==> src/rtl/service_pkg.sv <==
// Shared definitions for the MM:SS time services: countdown states and BCD field layout.
package service_pkg;

    typedef enum logic [1:0] {
        ST_IDLE   = 2'd0,
        ST_PAUSED = 2'd1,
        ST_RUN    = 2'd2,
        ST_DONE   = 2'd3
    } state_e;

    // Bit offsets of each BCD nibble within the 16-bit {min_t, min_o, sec_t, sec_o} word
    localparam int unsigned MIN_T_LSB = 12;
    localparam int unsigned MIN_O_LSB = 8;
    localparam int unsigned SEC_T_LSB = 4;
    localparam int unsigned SEC_O_LSB = 0;

endpackage

==> src/rtl/bcd_time_dec.sv <==
// Combinational one-second decrement of a BCD MM:SS word, plus a flag for a 00:00 result.
module bcd_time_dec
    import service_pkg::*;
(
    input  logic [15:0] time_i,
    output logic [15:0] time_o,
    output logic        zero_o
);

    logic [3:0] so, st, mo, mt;
    logic       b_so, b_st, b_mo;

    always_comb begin
        so     = time_i[SEC_O_LSB +: 4];
        st     = time_i[SEC_T_LSB +: 4];
        mo     = time_i[MIN_O_LSB +: 4];
        mt     = time_i[MIN_T_LSB +: 4];
        time_o = time_i;
        b_so   = 1'b0;
        b_st   = 1'b0;
        b_mo   = 1'b0;

        if (so == 4'd0) begin
            time_o[SEC_O_LSB +: 4] = 4'd9;
            b_so                   = 1'b1;
        end else begin
            time_o[SEC_O_LSB +: 4] = so - 4'd1;
        end

        // Seconds-tens above 5 just count down until the first borrow wraps them to 5
        if (b_so) begin
            if (st == 4'd0) begin
                time_o[SEC_T_LSB +: 4] = 4'd5;
                b_st                   = 1'b1;
            end else begin
                time_o[SEC_T_LSB +: 4] = st - 4'd1;
            end
        end

        if (b_st) begin
            if (mo == 4'd0) begin
                time_o[MIN_O_LSB +: 4] = 4'd9;
                b_mo                   = 1'b1;
            end else begin
                time_o[MIN_O_LSB +: 4] = mo - 4'd1;
            end
        end

        if (b_mo) begin
            time_o[MIN_T_LSB +: 4] = mt - 4'd1;
        end

        zero_o = (time_o == '0);
    end

endmodule

==> src/rtl/service_2_countdown.sv <==
// MM:SS countdown engine: loads from the time-set block, counts down once per second, flags 00:00.
module service_2_countdown
    import service_pkg::*;
#(
    parameter int TICK_DIV = 100_000_000,
    parameter int CNT_W    = 27
) (
    input  logic        clk,
    input  logic        reset,
    input  logic        load,
    input  logic [15:0] time_in,
    input  logic        start_stop,
    output logic [15:0] num,
    output logic        running,
    output logic        done,
    output logic        alarm
);

    state_e             state_q;
    logic [15:0]        num_q;
    logic [CNT_W-1:0]   presc_q;
    logic               running_q;
    logic               done_q;
    logic               alarm_q;

    logic [15:0]        num_dec;
    logic               dec_zero;
    logic               tick;

    bcd_time_dec u_dec (
        .time_i (num_q),
        .time_o (num_dec),
        .zero_o (dec_zero)
    );

    assign tick = (state_q == ST_RUN) && (presc_q == CNT_W'(TICK_DIV - 1));

    always_ff @(posedge clk or posedge reset) begin
        if (reset) begin
            state_q   <= ST_IDLE;
            num_q     <= '0;
            presc_q   <= '0;
            running_q <= 1'b0;
            done_q    <= 1'b0;
            alarm_q   <= 1'b0;
        end else begin
            done_q <= 1'b0;
            if (load) begin
                num_q     <= time_in;
                presc_q   <= '0;
                alarm_q   <= 1'b0;
                running_q <= 1'b0;
                state_q   <= (time_in != '0) ? ST_PAUSED : ST_IDLE;
            end else begin
                case (state_q)
                    ST_IDLE: ;
                    ST_PAUSED: begin
                        if (start_stop) begin
                            state_q   <= ST_RUN;
                            running_q <= 1'b1;
                        end
                    end
                    ST_RUN: begin
                        // Reaching 00:00 wins over a pause request arriving on the same tick
                        if (tick) begin
                            presc_q <= '0;
                            num_q   <= num_dec;
                        end else begin
                            presc_q <= presc_q + 1'b1;
                        end
                        if (tick && dec_zero) begin
                            state_q   <= ST_DONE;
                            running_q <= 1'b0;
                            done_q    <= 1'b1;
                            alarm_q   <= 1'b1;
                        end else if (start_stop) begin
                            state_q   <= ST_PAUSED;
                            running_q <= 1'b0;
                        end
                    end
                    ST_DONE: begin
                        if (start_stop) begin
                            state_q <= ST_IDLE;
                            alarm_q <= 1'b0;
                        end
                    end
                    default: state_q <= ST_IDLE;
                endcase
            end
        end
    end

    assign num     = num_q;
    assign running = running_q;
    assign done    = done_q;
    assign alarm   = alarm_q;

endmodule

==> config.mk <==
export PLATFORM = sky130hd
export DESIGN_NAME = service_2_countdown
export DESIGN_NICKNAME = d
export VERILOG_FILES = /design/src/rtl/service_pkg.sv /design/src/rtl/bcd_time_dec.sv /design/src/rtl/service_2_countdown.sv
export SDC_FILE = /design/constraint.sdc
export NUM_CORES = 1
export LEC_CHECK = 0
export BUFFER_PORTS_ARGS = -buffer_cell sky130_fd_sc_hd__buf_4
export CAP_MARGIN = 5
export CORE_AREA = 2 2 86 88
export DETAILED_ROUTE_END_ITERATION = 6
export DIE_AREA = 0 0 88 90
export SYNTH_ARGS = -nofsm -noshare
export SYNTH_HDL_FRONTEND = slang
export SYNTH_SLANG_ARGS = --single-unit
==> constraint.sdc <==
create_clock -name clk -period 5.19 [get_ports clk]
set_input_delay 0.7785 -clock clk [delete_from_list [all_inputs] [get_ports clk]]
set_output_delay 0.7785 -clock clk [all_outputs]
set_load 0.02 [all_outputs]
Word level (Yosys, flattened, before mapping)
Cells that the tools add are included.

Flip-flop bits (word level): 48. Input bits: 20. Output and inout bits: 19. Word-level logic and storage cells: 70.

$add $sub $neg: 5. Eq/ne operators: 8. Mux-type cells: 35. Reduce and logical (&&, ||, !) cells: 16.

Operators by type and width (number): 27-bit two-way mux (3); 16-bit two-way mux (3); 27-bit by 1-bit adder with 27-bit output (second input constant) (1); 27-bit == test (second input constant) (1); 4-bit two-way mux (6); 16-bit zero test (1); 16-bit nonzero test (1); 4-bit by 1-bit subtractor with 4-bit output (second input constant) (4); 1-bit two-way mux (15); 4-bit zero test (3); 2-bit two-way mux (5); 3-bit inequality test (second input constant) (2); 2-bit case mux with 3 select lines (1); 3-bit AND reduction (2); 3-bit nonzero test (2); 2-bit == test (second input constant) (2); 4-bit by 3-bit inequality test with 1-bit output (second input constant) (1); 1-bit case mux with 2 select lines (2); 4-bit AND reduction (1); 2-bit nonzero test (2); 4-bit nonzero test (1); 3-bit by 2-bit inequality test with 1-bit output (second input constant) (1); 2-bit by 1-bit == test with 1-bit output (second input constant) (1); 1-bit logical AND (2); 2-bit AND reduction (1).

Logic depth before layout (Yosys ltp)
Word-level depth: 10. Depth in mapped cells: 8. Depth with buffers taken out: 6.

Modules after synthesis
From an unflattened synthesis, not the netlist that was laid out.

Cell total of the unflattened synthesis: 349. Area, all modules: 2990.4 µm².

Modules (own cells, without submodules): service_2_countdown (instances 1, cells each 297, area each 2646.3 µm², seq. area each 1201.2 µm²); bcd_time_dec (instances 1, cells each 52, area each 344.1 µm², seq. area each 0.0 µm²).

Worst setup path before layout
No wires, ideal clock.

Path type: input to register. From: input load. To: register presc_q[19]. Setup time: 121 ps. Data arrival time: 1871 ps. Data required time: 5069 ps. Path slack: 3198 ps. Stages: 6. Buffers on the path: 2. Path through: clkbuf_1 > o2111ai_1 > buf_2 > nor4_1 > xnor2_1 > nor2_1.

Word-level cells in the longest chain between the ends: 1. Elaborated cells between the ends (all ways): 2. Those cells by class: mux: 1; reduce/logical: 1.

RTL lines: from (decl) (RTL line service_2_countdown.sv:10) `input logic load,`; 27-bit two-way mux / 2-bit nonzero test (equally long branches); to (signal assigned) (RTL line service_2_countdown.sv:69) `presc_q <= presc_q + 1'b1;`; to (decl) (RTL line service_2_countdown.sv:21) `logic [CNT_W-1:0] presc_q;`.

Parallel ways exist; a longest one is shown, timed or not. A chain may end at the register's enable or synchronous reset.

Worst setup path in the final report
From: register presc_q[0]. To: register state_q[0].

Word-level cells in the longest chain between the ends: 6. Elaborated cells between the ends (all ways): 8. Those cells by class: eq/ne: 2; mux: 3; reduce/logical: 3.

RTL lines: 27-bit == test (*) (RTL line service_2_countdown.sv:36) `assign tick = (state_q == ST_RUN) && (presc_q == CNT_W'(TICK_DIV - 1));`; 1-bit logical AND (*) (RTL line service_2_countdown.sv:36); 1-bit logical AND (*) (RTL line service_2_countdown.sv:71) `if (tick && dec_zero) begin`; 2-bit two-way mux (RTL line service_2_countdown.sv:71); 2-bit case mux with 3 select lines (RTL line service_2_countdown.sv:55) `case (state_q)`; 2-bit two-way mux (RTL line service_2_countdown.sv:48) `if (load) begin`; to (signal assigned) (RTL line service_2_countdown.sv:53) `state_q <= (time_in != '0) ? ST_PAUSED : ST_IDLE;`; to (decl) (RTL line service_2_countdown.sv:19) `state_e state_q;`.

Every way passes the cells marked *; elsewhere a longest branch is shown, timed or not.

==> out/qor.yml <==
timing.reg2reg.setup_slack_ns: 2.67
cts_buffer_depth: 2
slew_violations: 0
cts.sinks: 48
crit_path_top_delay_cell: "or4_4"
switchingPower_uw: 201
critPathKind: "reg -> reg"
grt_pass1_wl_um: 10000
first_pass_iters: 4
crit_path_start_kind: "register"
setup_tns_ns: 0
cts_tree: "yes"
busiest_layer: "met2"
use_met2_pct: 25.7
io_buffer_count: 38
synth_area_um2: 2700
leakage_uw: 0.00124
synth_seq_cells: 48
rsz0062_at_grt: "false"
worstHoldPathType: "reg -> reg"
postSynthAreaPerCell_um2: 9.11
p_comb_share_pct: 13.2
cts_resized: 0
peakVddDrop_uv: 137
power_frac_clock_pct: 34.4
crit_family: "simple AND/OR/NAND/NOR gates"
crit_required_ns: 5.44
syn_inst: 296
hold_violations: 0
grt_antenna_before_repair: 0
clk_latency_ns: 0.30
post-cts-setup-buffers: 0
nNetsFinal: 348
critPathBufInv: 0
start_util_pct: 38.4
async_flop_share_pct: 100
first_iter_violations: 137
viasPerCell: 5.13
path_cells: "ha_1 > and3_1 > nand4_1 > or4_4 > a211o_1 > nand3_1"
ioPinCount: 39
reg2reg_to: "state_q[0]"
synth.most_common_cell: "dfrtp_1"
synth_enable_flop_cells: 0
drc: 0
synth_top_area_cell: "dfrtp_1"
crit_start: "presc_q[0]"
worst_pin_slew_ns: 1.01
area_growth_pct: 16.6
reg2reg_depth: 6
track_usage_pct: 15.9
path_max_fanout: 11
fill_cells: 682
cts_root_buffer: "clkbuf_8"
final_util_pct: 44.8
timing.fmax_mhz: 397
r2r_start: "presc_q[0]"
synth-main-ff-cell: "dfrtp_1"
worst_path_largest_cell_delay_ns: 0.74
numCtsBuffers: 5
synth.area.top_cells: "dfrtp_1 (45%), xnor2_1 (9.4%), nor2_1 (5.6%)"
coreArea_um2: 7020
die_area_um2: 7920
max_slew_margin_pct: 32.9
finalClockSkew_ns: 0.0103
die_width_um: 88
setup_viol: 0
yosys_warnings: 0
netSwitchingFraction_pct: 25.9
synth_common_cells: "dfrtp_1 (48), nor2_1 (40), nand2_1 (30), xnor2_1 (29), nor4_1 (18)"
overflow: 0
powerDensity_nw_per_um2: 247
std_cell_rows: 31
wirelength_um: 5980
grt_pass1_vias: 2100
synth_cell_types: 44
hold_buffers: 0
grt_max_degree: 49
wl_per_cell_um: 14.0
drive_gt1_share_pct: 17.4
place.gp.congestion: 0.806
min_period_ns: 2.52
n_antenna_cell: 0
grt_use_met1_pct: 21.3
dp_hpwl_um: 4270
ys_seq_area_share_pct: 44.6
grt_util_met3_pct: 3.40
vias: 2186
dieHeight_um: 90
cts_htree_levels: 2
p_seq_share_pct: 52.4
crit_path_end_kind: "register"
antenna_left: 0
yosysTopAreaCellShare_pct: 44.6
path_depth: 6
syn-num-nets: 318
finalCritPeriodShare_pct: 48.5
cp-endpoint: "state_q[0]"
maxCapViolCount: 0
status: "completed"
whs_ns: 0.545
internal_power_uw: 576
path_clk_slew_ns: 0.09
arrival_ns: 2.76
[layout by cell type (no fill, tap or decap), types with 2 or more instances in the layout]
cell / count
buf_4: 38
xnor2_1: 29
o21ai_0: 13
or2_2: 4
and2_1: 3
nand3_1: 10
nor3b_1: 3
nand2_1: 30
o21ai_1: 2
nor2b_1: 3
xor2_1: 5
inv_1: 8
mux2i_1: 3
and4_1: 6
nand4_1: 4
nor2_1: 40
ha_1: 2
o2111ai_1: 2
and3_1: 3
nor3_1: 12
nor4_1: 18
nand2b_1: 5
a21oi_1: 6
clkbuf_8: 5
o31ai_1: 2
nor4b_2: 3
dfrtp_1: 48
[kinds of logic (layout without fill, tap and decap cells)]
logic type / Yosys count / in the layout / synth area share [%]
AOI/OAI and AO/OA: 35 / 35 / 8.45
and+or+nand+nor: 150 / 150 / 30.1
adders and majority gates: 2 / 2 / 0.928
xor gates and xnor gates: 34 / 34 / 11.0
buffers and inverters: 24 / 55 / 3.81
muxes: 3 / 3 / 1.11
DFF: 48 / 48 / 44.6
[per-stage QoR]
step | worst slack (ns) | std cells | total power (uW) | cell area (um^2)
6_report | 2.67 | 426 | 777 | 3140
5_1_grt | 2.48 | 426 | 812 | 3140
4_1_cts | 2.68 | 426 | 788 | 3140
3_5_place_dp | 2.64 | 418 | 519 | 3040
3_3_place_gp | 2.68 | 418 | 518 | 3040
2_1_floorplan | 3.20 | 296 | 473 | 2700
[layout make-up]
cell class	count	area [um^2]	area share [%]
Clock buffer	6	72.6	2.31
Inverter	9	33.8	1.07
Sequential cell	48	1200	38.2
Clock inverter	2	35.0	1.11
Multi-Input combinational cell	224	1390	44.3
Tap cell	99	124	3.94
Timing Repair Buffer	38	285	9.08
[power groups by stage]
stage	clock (uW)	sequential [uW]	combinational [uW]
floorplan	0	425	47.4
global placement	0	415	103
detailed placement	0	415	104
CTS	276	407	104
global route	289	410	113
finish	267	407	102
[worst min-delay path by stage]
stage | start | endpoint | slack, ns | cells after the start
4_1_cts | alarm | alarm | 0.54 | 2
5_1_grt | alarm | alarm | 0.57 | 2
6_report | presc_q[26] | presc_q[26] | 0.55 | 2
3_5_place_dp | presc_q[26] | presc_q[26] | 0.53 | 2
3_3_place_gp | alarm | alarm | 0.52 | 2
2_1_floorplan | presc_q[26] | presc_q[26] | 0.50 | 2
[layer usage]
metal	wire [um]	up-vias
li1	-	1092
met1	2850	1047
met2	2820	40
met3	227	7
met4	90	0
met5	0	-
[flip-flops by register name (all words and copies together), names as in the netlist]
| name | cells |
|---|---|
| presc_q | 27 |
| num | 16 |
| state_q | 2 |
| alarm | 1 |
| done | 1 |
| running | 1 |
[tightest hold or removal path, delay by kind of cell, from the launching register on]
family / cells / cell delay (ns)
and+or+nand+nor: 1 / 0.07
xor gates and xnor gates: 1 / 0.07
DFF: 1 / 0.37
(Power assumes the default switching activity.)
